===== src/rtl/memctrl_pkg.sv =====
// Shared codes, state encoding and helpers for the byte-serial memory controller.
package memctrl_pkg;

  localparam int unsigned DATA_W = 32;

  localparam logic [1:0] SIZE_B   = 2'b00;
  localparam logic [1:0] SIZE_H   = 2'b01;
  localparam logic [1:0] SIZE_W   = 2'b10;
  localparam logic [1:0] SIZE_RSV = 2'b11;

  typedef enum logic [1:0] {IDLE, XFER, DRAIN} state_t;

  typedef struct packed {
    logic              wr;
    logic [1:0]        size;
    logic              sgn;
    logic [DATA_W-1:0] wdata;
  } mem_req_t;

  function automatic logic [2:0] size_bytes(input logic [1:0] size);
    case (size)
      SIZE_B:  return 3'd1;
      SIZE_H:  return 3'd2;
      SIZE_W:  return 3'd4;
      default: return 3'd0;
    endcase
  endfunction

  function automatic logic [DATA_W-1:0] extend(input logic [DATA_W-1:0] d,
                                               input logic [1:0] size, input logic sgn);
    case (size)
      SIZE_B:  return sgn ? {{24{d[7]}}, d[7:0]} : {24'd0, d[7:0]};
      SIZE_H:  return sgn ? {{16{d[15]}}, d[15:0]} : {16'd0, d[15:0]};
      default: return d;
    endcase
  endfunction

endpackage


===== src/rtl/mem_rr_arbiter.sv =====
// One-hot request arbiter: fixed (highest index wins) or round-robin after the last grant.
module mem_rr_arbiter
  import memctrl_pkg::*;
#(
  parameter int unsigned NUM_CH    = 2,
  parameter int unsigned PRIO_MODE = 0
) (
  input  logic              clk,
  input  logic              rst,
  input  logic [NUM_CH-1:0] valid,
  input  logic              accept,
  output logic [NUM_CH-1:0] grant
);

  localparam int unsigned PTR_W = (NUM_CH > 1) ? $clog2(NUM_CH) : 1;

  logic [PTR_W-1:0] last_q;
  logic             found;

  always_comb begin
    grant = '0;
    found = 1'b0;
    if (PRIO_MODE == 0) begin
      for (int c = 0; c < int'(NUM_CH); c++) begin
        if (valid[c]) begin
          grant    = '0;
          grant[c] = 1'b1;
        end
      end
    end else begin
      // Search starts one past the last winner and wraps back onto it.
      for (int i = 1; i <= int'(NUM_CH); i++) begin
        for (int c = 0; c < int'(NUM_CH); c++) begin
          if (!found && valid[c] && (c == (int'(last_q) + i) % int'(NUM_CH))) begin
            grant[c] = 1'b1;
            found    = 1'b1;
          end
        end
      end
    end
  end

  always_ff @(posedge clk or negedge rst) begin
    if (!rst) begin
      last_q <= '0;
    end else if (accept) begin
      for (int c = 0; c < int'(NUM_CH); c++) begin
        if (grant[c]) last_q <= PTR_W'(c);
      end
    end
  end

endmodule


===== src/rtl/mem_arb_ctrl.sv =====
// Multi-channel byte-serial RAM controller: arbitrates, serialises loads/stores, extends loads.
module mem_arb_ctrl
  import memctrl_pkg::*;
#(
  parameter int unsigned NUM_CH    = 2,
  parameter int unsigned ADDR_W    = 32,
  parameter int unsigned RD_LAT    = 1,
  parameter int unsigned PRIO_MODE = 0
) (
  input  logic                     clk,
  input  logic                     rst,
  input  logic [NUM_CH-1:0]        req_valid,
  output logic [NUM_CH-1:0]        req_ready,
  input  logic [NUM_CH-1:0]        req_wr,
  input  logic [2*NUM_CH-1:0]      req_size,
  input  logic [NUM_CH-1:0]        req_signed,
  input  logic [ADDR_W*NUM_CH-1:0] req_addr,
  input  logic [32*NUM_CH-1:0]     req_wdata,
  input  logic [NUM_CH-1:0]        req_abort,
  output logic [NUM_CH-1:0]        rsp_valid,
  output logic [31:0]              rsp_data,
  output logic                     busy,
  input  logic [7:0]               mem_din,
  output logic [7:0]               mem_dout,
  output logic [ADDR_W-1:0]        mem_a,
  output logic                     mem_wr
);

  state_t              state_q;
  mem_req_t            req_q, sel_req;
  logic [NUM_CH-1:0]   own_q, grant, eligible;
  logic [ADDR_W-1:0]   addr_q, sel_addr;
  logic [2:0]          cnt_q, n_c;
  logic [1:0]          rcv_q;
  logic [DATA_W-1:0]   asm_q, asm_c;
  logic [RD_LAT-1:0]   tap_q, tap_next;
  logic                abt_q, issue_c, cap_c, last_c, abort_c, accept_c;

  // A reserved-size request answers next cycle from IDLE; keep the same channel
  // from winning again while its response is up so rsp_valid never repeats.
  always_comb begin
    eligible = '0;
    for (int c = 0; c < int'(NUM_CH); c++) begin
      eligible[c] = req_valid[c] & ~(rsp_valid[c] & (req_size[2*c +: 2] == SIZE_RSV));
    end
  end

  mem_rr_arbiter #(.NUM_CH(NUM_CH), .PRIO_MODE(PRIO_MODE)) u_arb (
    .clk    (clk),
    .rst    (rst),
    .valid  (eligible),
    .accept (accept_c),
    .grant  (grant)
  );

  assign req_ready = ((state_q == IDLE) && rst) ? grant : '0;
  assign accept_c  = |req_ready;
  assign busy      = (state_q != IDLE);

  always_comb begin
    sel_req  = '0;
    sel_addr = '0;
    for (int c = 0; c < int'(NUM_CH); c++) begin
      if (grant[c]) begin
        sel_req.wr    = req_wr[c];
        sel_req.size  = req_size[2*c +: 2];
        sel_req.sgn   = req_signed[c];
        sel_req.wdata = req_wdata[32*c +: 32];
        sel_addr      = req_addr[ADDR_W*c +: ADDR_W];
      end
    end
  end

  // Tap line marks cycles whose load address returns a byte RD_LAT cycles later.
  always_comb begin
    n_c      = size_bytes(req_q.size);
    issue_c  = (state_q == XFER) && !req_q.wr;
    tap_next = RD_LAT'({tap_q, issue_c});
    cap_c    = tap_q[RD_LAT-1];
    asm_c    = asm_q;
    asm_c[{rcv_q, 3'b000} +: 8] = mem_din;
    last_c   = (rcv_q == 2'(n_c - 3'd1));
    abort_c  = !req_q.wr && (state_q != IDLE) && (|(req_abort & own_q));
  end

  always_ff @(posedge clk or negedge rst) begin
    if (!rst) begin
      state_q   <= IDLE;
      req_q     <= '0;
      own_q     <= '0;
      addr_q    <= '0;
      cnt_q     <= '0;
      rcv_q     <= '0;
      asm_q     <= '0;
      tap_q     <= '0;
      abt_q     <= 1'b0;
      rsp_valid <= '0;
      rsp_data  <= '0;
      mem_a     <= '0;
      mem_dout  <= '0;
      mem_wr    <= 1'b0;
    end else begin
      rsp_valid <= '0;
      tap_q     <= tap_next;
      if (cap_c) begin
        asm_q <= asm_c;
        rcv_q <= rcv_q + 2'd1;
      end
      case (state_q)
        IDLE: begin
          if (accept_c) begin
            own_q       <= grant;
            req_q       <= sel_req;
            req_q.wdata <= sel_req.wdata >> 8;
            asm_q       <= '0;
            rcv_q       <= '0;
            abt_q       <= 1'b0;
            if (sel_req.size == SIZE_RSV) begin
              rsp_valid <= grant;
              rsp_data  <= '0;
            end else begin
              state_q  <= XFER;
              mem_a    <= sel_addr;
              mem_wr   <= sel_req.wr;
              mem_dout <= sel_req.wdata[7:0];
              addr_q   <= sel_addr + ADDR_W'(1);
              cnt_q    <= 3'd1;
            end
          end
        end
        XFER: begin
          if (abort_c || cnt_q == n_c) begin
            mem_a    <= '0;
            mem_wr   <= 1'b0;
            mem_dout <= '0;
            if (abort_c) begin
              abt_q   <= 1'b1;
              state_q <= DRAIN;
            end else if (req_q.wr) begin
              state_q   <= IDLE;
              rsp_valid <= own_q;
              rsp_data  <= '0;
            end else begin
              state_q <= DRAIN;
            end
          end else begin
            mem_a       <= addr_q;
            mem_wr      <= req_q.wr;
            mem_dout    <= req_q.wdata[7:0];
            addr_q      <= addr_q + ADDR_W'(1);
            req_q.wdata <= req_q.wdata >> 8;
            cnt_q       <= cnt_q + 3'd1;
          end
        end
        DRAIN: begin
          // Aborted loads flush outstanding bytes, then leave without responding.
          if (abt_q || abort_c) begin
            abt_q <= 1'b1;
            if (tap_next == '0) state_q <= IDLE;
          end else if (cap_c && last_c) begin
            state_q   <= IDLE;
            rsp_valid <= own_q;
            rsp_data  <= extend(asm_c, req_q.size, req_q.sgn);
          end
        end
        default: state_q <= IDLE;
      endcase
    end
  end

endmodule


===== config.mk =====
export PLATFORM = sky130hd
export DESIGN_NAME = mem_arb_ctrl
export DESIGN_NICKNAME = d
export VERILOG_FILES = /design/src/rtl/memctrl_pkg.sv /design/src/rtl/mem_rr_arbiter.sv /design/src/rtl/mem_arb_ctrl.sv
export SDC_FILE = /design/constraint.sdc
export NUM_CORES = 1
export LEC_CHECK = 0
export ABC_AREA = 1
export BUFFER_PORTS_ARGS = -buffer_cell sky130_fd_sc_hd__buf_2
export CAP_MARGIN = 10
export CORE_ASPECT_RATIO = 0.6
export CORE_MARGIN = 2
export CORE_UTILIZATION = 31
export CTS_CLUSTER_DIAMETER = 200
export DETAILED_ROUTE_END_ITERATION = 10
export MAX_ROUTING_LAYER = met4
export PLACE_DENSITY = 0.57
export RECOVER_POWER = 25
export SLEW_MARGIN = 20
export SYNTH_ARGS = -nofsm -noshare
export SYNTH_HDL_FRONTEND = slang
export SYNTH_SLANG_ARGS = --single-unit

===== constraint.sdc =====
create_clock -name clk -period 2.52 [get_ports clk]
set_clock_uncertainty 0.2 [all_clocks]
set_input_delay 0.126 -clock clk [delete_from_list [all_inputs] [get_ports clk]]
set_output_delay 0.126 -clock clk [all_outputs]
set_load 0.05 [all_outputs]

==> metrics.yaml, run 1 <==
run_status:
  outcome: "finished with violations"
  violations: "max-capacitance violations, max-slew violations"
drt:
  wl_met2_mm: 15.2
  vias: 11000
  firstDrtPassIters: 5
  wire_per_inst_um: 16.5
  highest_layer: "met4"
  viasPerCell: 4.86
  wl_met3_mm: 2.79
  ant_nets: 0
  drt_wl_total_mm: 37.5
  route.detailed.drc: 0
  drt_iter0_markers: 864
  route.layer.met1.wl_mm: 19.0
power:
  leakage_uw: 0.00725
  ir_drop_mv: 0.583
  powerDensity_mw_per_mm2: 1270
cts:
  tritoncts: "done"
  clock-sinks: 178
  cts-root-buf: "clkbuf_16"
  clk_latency_ps: 450
  numCtsBuffers: 17
  clkTransAtPathRegs_ps: 70
  htreeDepth: 4
  clockBufferDepth: 2
global_routing:
  grt_pass1_wl_mm: 56.3
  first_global_vias: 10100
  overflow: 0
  grt_usage_pct: 21.2
  antenna_found_initial: 0
  grt_start_max_net_pins: 122
finish:
  diodes: 0
  fill_cells: 3246
  layout-drive-gt1-share_pct: 25.5
  layout.nets: 1971
  regArea_mm2: 0.00446
  area_delta_synth_final_pct: 44.0
  fin_util_pct: 45.6
  stdcell_count: 2273
  multi_input_area_mm2: 0.00525
worst_setup_path:
  cp.arrival_ps: 2590
  path_max_fanout: 13
  crit_chain: "ha_4 > inv_8 > buf_12 > nand2_1 > nand2_2 > nand2_2 > nor2_4 > nand2_1 > nor2_4 > buf_4 > nand2_1 > nand3_1 > nand2_1"
  r2r_slack_ps: 70
  start_kind: "flip-flop"
  reg2regPathDepth: 13
  cp.required_ps: 2660
  cpMostUsedCell: "nand2_1"
  endpoint: "addr_q[15]"
  worst_path_max_delay_cell: "dfrtp_2"
  critical_path_class: "reg2reg"
  r2r_start: "state_q[0]"
  cp-startpoint: "state_q[0]"
  slowest_delay_ps: 450
  crit_path_end_kind: "flip-flop"
  reg2reg_to: "addr_q[15]"
run:
  drv_cap: 1
placed_design:
  port_buffers: 227
  routabilityCongestion: 0.896
  placed_cells: 2082
  hpwl_mm: 25.8
floorplanning:
  ios: 228
  dieArea_mm2: 0.0348
  die_h_um: 145
  rows: 51
  initial_core_util_pct: 31.7
  core_mm2: 0.0326
  dieWidth_um: 240
logic_synthesis:
  syn_nets: 1570
  postSynthAreaPerCell_um2: 7.33
  synth_seq_cells: 178
  async_flop_share_pct: 100
  yosysSeqAreaShare_pct: 43.1
  yosysWarnings: 0
  synth_top_flop_cell: "dfrtp_1"
  netlist_area_mm2: 0.0103
  synth-edff-count: 0
  ys_types: 43
  syn_inst: 1409
worst_hold_path:
  hp-class: "in2reg"
timing:
  slew_violations: 122
  tightest_slew_ps: 1680
  fin_crit_sh_pct: 97.0
  fin_crit_ps: 2450
  rsz0062_at_grt: "yes"
  whs_ps: 3.49
  maxSlewHeadroom_pct: -12.2
  max_freq_mhz: 409
  setup_viol: 0
  hold_violations: 0
[sequential cells by signal, indices dropped and copies added, names as in the netlist, 2 cells and up]
signal,count
state_q,2
mem_dout,8
rsp_valid,2
mem_a,32
addr_q,32
req_q,28
asm_q,32
cnt_q,3
rcv_q,2
own_q,2
rsp_data,32
[report_power, final]
group          internal, uW  total (uW)  switching (uW)
clock                  1610        2810            1200
combinational          3750       11300            7520
sequential             4100        4840             741
[cells in the final DEF (no fill, tap or decap), types with 7 or more instances in the layout]
master,count
inv_1,112
nand3_1,76
buf_6,8
xor2_1,14
o21a_1,16
nand3_2,7
nor2_4,16
buf_12,13
o21ai_0,59
nand2_2,30
dfrtp_1,176
nor2_2,17
a22o_1,19
buf_2,226
nor2_1,113
ha_1,9
or2_2,11
a221oi_1,8
buf_4,64
dlygate4sd3_1,139
clkbuf_16,21
o21ai_1,13
a31oi_1,33
nand2_1,458
a211oi_1,18
a21oi_1,42
o22ai_1,38
[final cells by class]
class | instances | share of cell area (%)
inverters | 124 | 3.36
clock buffers | 19 | 3.04
flip-flops and latches | 178 | 30.0
repair inverters | 2 | 0.109
clock inverters | 13 | 1.06
repair buffers | 456 | 23.4
multi-input cells | 1031 | 35.3
well taps | 450 | 3.79
[per-stage QoR]
| step | power, uW | area (um^2) | TNS (ps) | setup slack (ps) |
|---|---|---|---|---|
| after floorplan | 12000 | 10300 | 0 | 82.4 |
| after global placement | 15100 | 12300 | 0 | 27.1 |
| after detailed placement | 15200 | 12300 | 0 | 20.8 |
| after CTS | 18400 | 14300 | 0 | 9.83 |
| after global routing | 20200 | 14900 | -164 | -19.9 |
| final | 18900 | 14900 | 0 | 74.4 |
[kinds of logic after synthesis]
kind of cell               count (synthesis)  synth area share (%)
and+or+nand+nor                          748                  30.5
AOI/OAI and AO/OA                        256                  15.3
buffers and inverters                    200                  8.41
DFF                                      178                  43.1
xor gates and xnor gates                  16                  1.36
adders and majority gates                 11                  1.33
[Yosys cell counts (7+ instances only)]
| cell type | number | area share, % |
|---|---|---|
| nor2_4 | 8 | 0.87 |
| o22ai_1 | 39 | 2.4 |
| a22o_1 | 19 | 1.6 |
| o21a_1 | 16 | 1.2 |
| dfrtp_1 | 178 | 43 |
| buf_4 | 7 | 0.51 |
| ha_1 | 11 | 1.3 |
| nand3_1 | 80 | 3.9 |
| a221oi_1 | 8 | 0.68 |
| clkbuf_1 | 31 | 1.1 |
| a21oi_1 | 42 | 2.0 |
| a31oi_1 | 33 | 2.0 |
| or2_2 | 11 | 0.67 |
| inv_1 | 116 | 4.2 |
| nand2_1 | 484 | 18 |
| buf_2 | 26 | 1.3 |
| a211oi_1 | 18 | 1.3 |
| xor2_1 | 14 | 1.2 |
| o21ai_1 | 11 | 0.53 |
| buf_6 | 7 | 0.76 |
| nor2_1 | 132 | 4.8 |
| o21ai_0 | 64 | 3.1 |
[critical path, delay by kind of cell, from the launching register on]
kind / cells / cell delay [ps]
adders and majority gates: 1 / 240
buffers and inverters: 3 / 430
and+or+nand+nor: 9 / 1020
DFF: 1 / 450
[worst min path at each step]
stage                      end     startpoint  slack (ps)  cells after the start
floorplan                abt_q            rst        -370                      0
global placement    state_q[0]            rst         160                      2
CTS                  req_q[12]  req_wdata[20]           4                      5
detailed placement   mem_a[13]            rst         150                      2
finish               req_q[11]  req_wdata[51]           3                      5
global route          mem_a[1]    req_addr[1]          40                      6
[repair_timing]
| action | CTS | global route |
|---|---|---|
| endpoints found under the setup margin | 1 | 80 |
| gates cloned | 0 | 7 |
| setup buffers | 0 | 13 |
| hold buffers | 139 | 0 |
| pin swaps | 0 | 27 |
| gates resized for setup | 1 | 102 |
| hold endpoints to repair | 265 | 0 |
[per-layer routing]
metal,track usage (%),vias to the layer above
met3,4.89,33
met1,32.3,5248
met4,5.03,0
li1,-,5378
met2,27.9,389
met5,-,-
Note: power is estimated with default switching activity, not from simulation.
==> run 2, diff against run 1 <==
Settings changed: CORE_MARGIN 2 to 10.
==> run 2 against run 1 <==
Against the previous run:
- the flow now finishes without violations
- first-iteration DRC count is 23% higher
- clock power is 5% lower
- critical path depth is 3 higher
- worst hold slack better by 19 ps
- global-route usage is 2.2 points lower
- final cell count is 1.2% higher
- wire length is 8.9% higher
- critical endpoint is now addr_q[28]
- highest routed layer unchanged
==> metrics.yaml, run 2 (synthesis gave the netlist of run 1 again) <==
worst_setup_path:
  crit_path_end_kind: "flip-flop"
  worst_path_max_delay_cell: "dfrtp_1"
  cpMostUsedCell: "nand2_1"
  cp.arrival_ps: 2620
  slowest_delay_ps: 390
  r2r_slack_ps: 40
  cp.required_ps: 2660
  critical_path_class: "reg2reg"
  reg2reg_to: "addr_q[28]"
  crit_chain: "nand3_2 > nand2_8 > clkbuf_16 > o21ai_0 > nand3_2 > nand2_2 > ha_2 > inv_2 > nor2_4 > inv_1 > nor2_4 > nand2_1 > nand2_1 > nand2_1 > nand2_1 > nand2_1"
  start_kind: "flip-flop"
  path_max_fanout: 9
  r2r_start: "rsp_valid[1]"
  reg2regPathDepth: 16
timing:
  setup_slack_ps: 41.0
  whs_ps: 22.9
  fin_crit_sh_pct: 98.4
  max_freq_mhz: 403
  fin_setup_tns_ps: 0
  fin_crit_ps: 2480
  hold_violations: 0
  maxSlewHeadroom_pct: 9.14
  rsz0062_at_grt: "yes"
  setup_viol: 0
  tightest_slew_ps: 1360
  slew_violations: 0
floorplanning:
  ios: 228
  rows: 51
  dieWidth_um: 256
  core_mm2: 0.0327
  die_h_um: 161
  initial_core_util_pct: 31.6
  dieArea_mm2: 0.0413
cts:
  clkTransAtPathRegs_ps: 70
  clock-sinks: 178
  htreeDepth: 4
  cts-root-buf: "clkbuf_16"
  clk_latency_ps: 450
  clockBufferDepth: 2
  tritoncts: "done"
  numCtsBuffers: 17
drt:
  wire_per_inst_um: 17.8
  vias: 11200
  route.detailed.drc: 0
  ant_nets: 0
  firstDrtPassIters: 5
  drt_iter0_markers: 1065
  drt_wl_total_mm: 40.8
  viasPerCell: 4.86
power:
  power.internal_uw: 9350
  ir_drop_mv: 0.888
  leakage_uw: 0.00726
  power_switching_uw: 9650
  finalPower_uw: 19000
  switching_share_pct: 50.8
  power_frac_seq_pct: 25.5
  powerDensity_mw_per_mm2: 1260
  power_frac_comb_pct: 60.4
  clkPwrFrac_pct: 14.0
finish:
  layout_common_cells: "463 x nand2_1, 177 x dfrtp_1, 177 x buf_2"
  area_delta_synth_final_pct: 45.5
  layout_commonest_cell: "nand2_1"
  design_area_mm2: 0.0150
  layout.nets: 1998
  diodes: 0
  layout-drive-gt1-share_pct: 24.1
run:
  drv_cap: 0
placed_design:
  port_buffers: 227
  pre_cts_ws_ps: -158
  placed_area_mm2: 0.0126
  routabilityCongestion: 0.947
  hpwl_mm: 27.6
global_routing:
  grt_usage_pct: 19.0
  antenna_found_initial: 0
  first_global_vias: 10600
  grt_start_max_net_pins: 179
  overflow: 0
  grt_pass1_wl_mm: 61.1
run_status:
  outcome: "completed"
worst_hold_path:
  hp-class: "in2reg"
  hp-start: "mem_din[7]"
  hold_depth: 5
  min_to: "asm_q[23]"
-- run 2: cell count changes in the layout (fill, tap and decap cells not counted), moves of 7 or more --
cell / change
buf_2: -49
clkbuf_1: +50
dlygate4sd3_1: -9
buf_4: +33
nand2_2: -7
-- run 2: final cells by class --
cell class | count | area [um^2]
tap | 450 | 563
fill | 3256 | 17600
clock inverter | 11 | 103
clock buffer | 21 | 470
sequential | 178 | 4460
timing repair buffer | 485 | 3650
inverter | 124 | 499
multi-input combinational | 1031 | 5290
-- run 2: what timing repair did --
| action | 4_1_cts | 5_1_grt |
|---|---|---|
| pin swaps | 2 | 16 |
| hold buffers | 133 | 1 |
| setup endpoints to repair | 21 | 102 |
| buffers inserted | 0 | 10 |
| cloned | 0 | 6 |
| hold endpoints to repair | 263 | 1 |
| resized for setup | 9 | 105 |
-- run 2: stage by stage --
| step | cells | util (%) |
|---|---|---|
| after floorplan | 1409 | - |
| after global placement | 2118 | 38.5 |
| after detailed placement | 2118 | 38.5 |
| after CTS | 2283 | 44.4 |
| after global routing | 2300 | 46.0 |
| final | 2300 | 46.0 |
-- run 2: power groups by stage --
| stage | sequential, uW | combinational, uW | clock (uW) |
|---|---|---|---|
| finish | 4850 | 11500 | 2670 |
| floorplan | 6570 | 5440 | 0 |
| detailed placement | 4870 | 10700 | 0 |
| global placement | 4850 | 10600 | 0 |
| CTS | 4830 | 11000 | 2720 |
| global route | 4980 | 12500 | 2850 |
-- run 2: worst max-delay path: cells and delay by family (launching register included) --
family                     cells  cell delay [ps]
AOI/OAI and AO/OA              1              100
and+or+nand+nor               11             1160
DFF                            1              390
adders and majority gates      1              170
buffers and inverters          3              340
-- run 2: worst max path at each step --
| stage | from | to | slack, ps | depth (start not counted) |
|---|---|---|---|---|
| 5_1_grt | rsp_valid[1] | addr_q[29] | -140 | 16 |
| 6_report | rsp_valid[1] | addr_q[28] | 40 | 16 |
| 4_1_cts | rsp_valid[1] | addr_q[28] | 0.2 | 16 |
| 2_1_floorplan | state_q[0] | rsp_data[28] | 80 | 13 |
| 3_3_place_gp | state_q[0] | addr_q[27] | -140 | 15 |
| 3_5_place_dp | state_q[0] | addr_q[27] | -160 | 15 |
-- run 2: routing by layer --
layer	part of all wire [%]	global-route usage, %	vias up
met2	42	26.4	409
met4	1.4	4.26	0
met1	49	27.7	5276
met3	7.0	3.70	47
li1	-	-	5435
met5	0	-	-
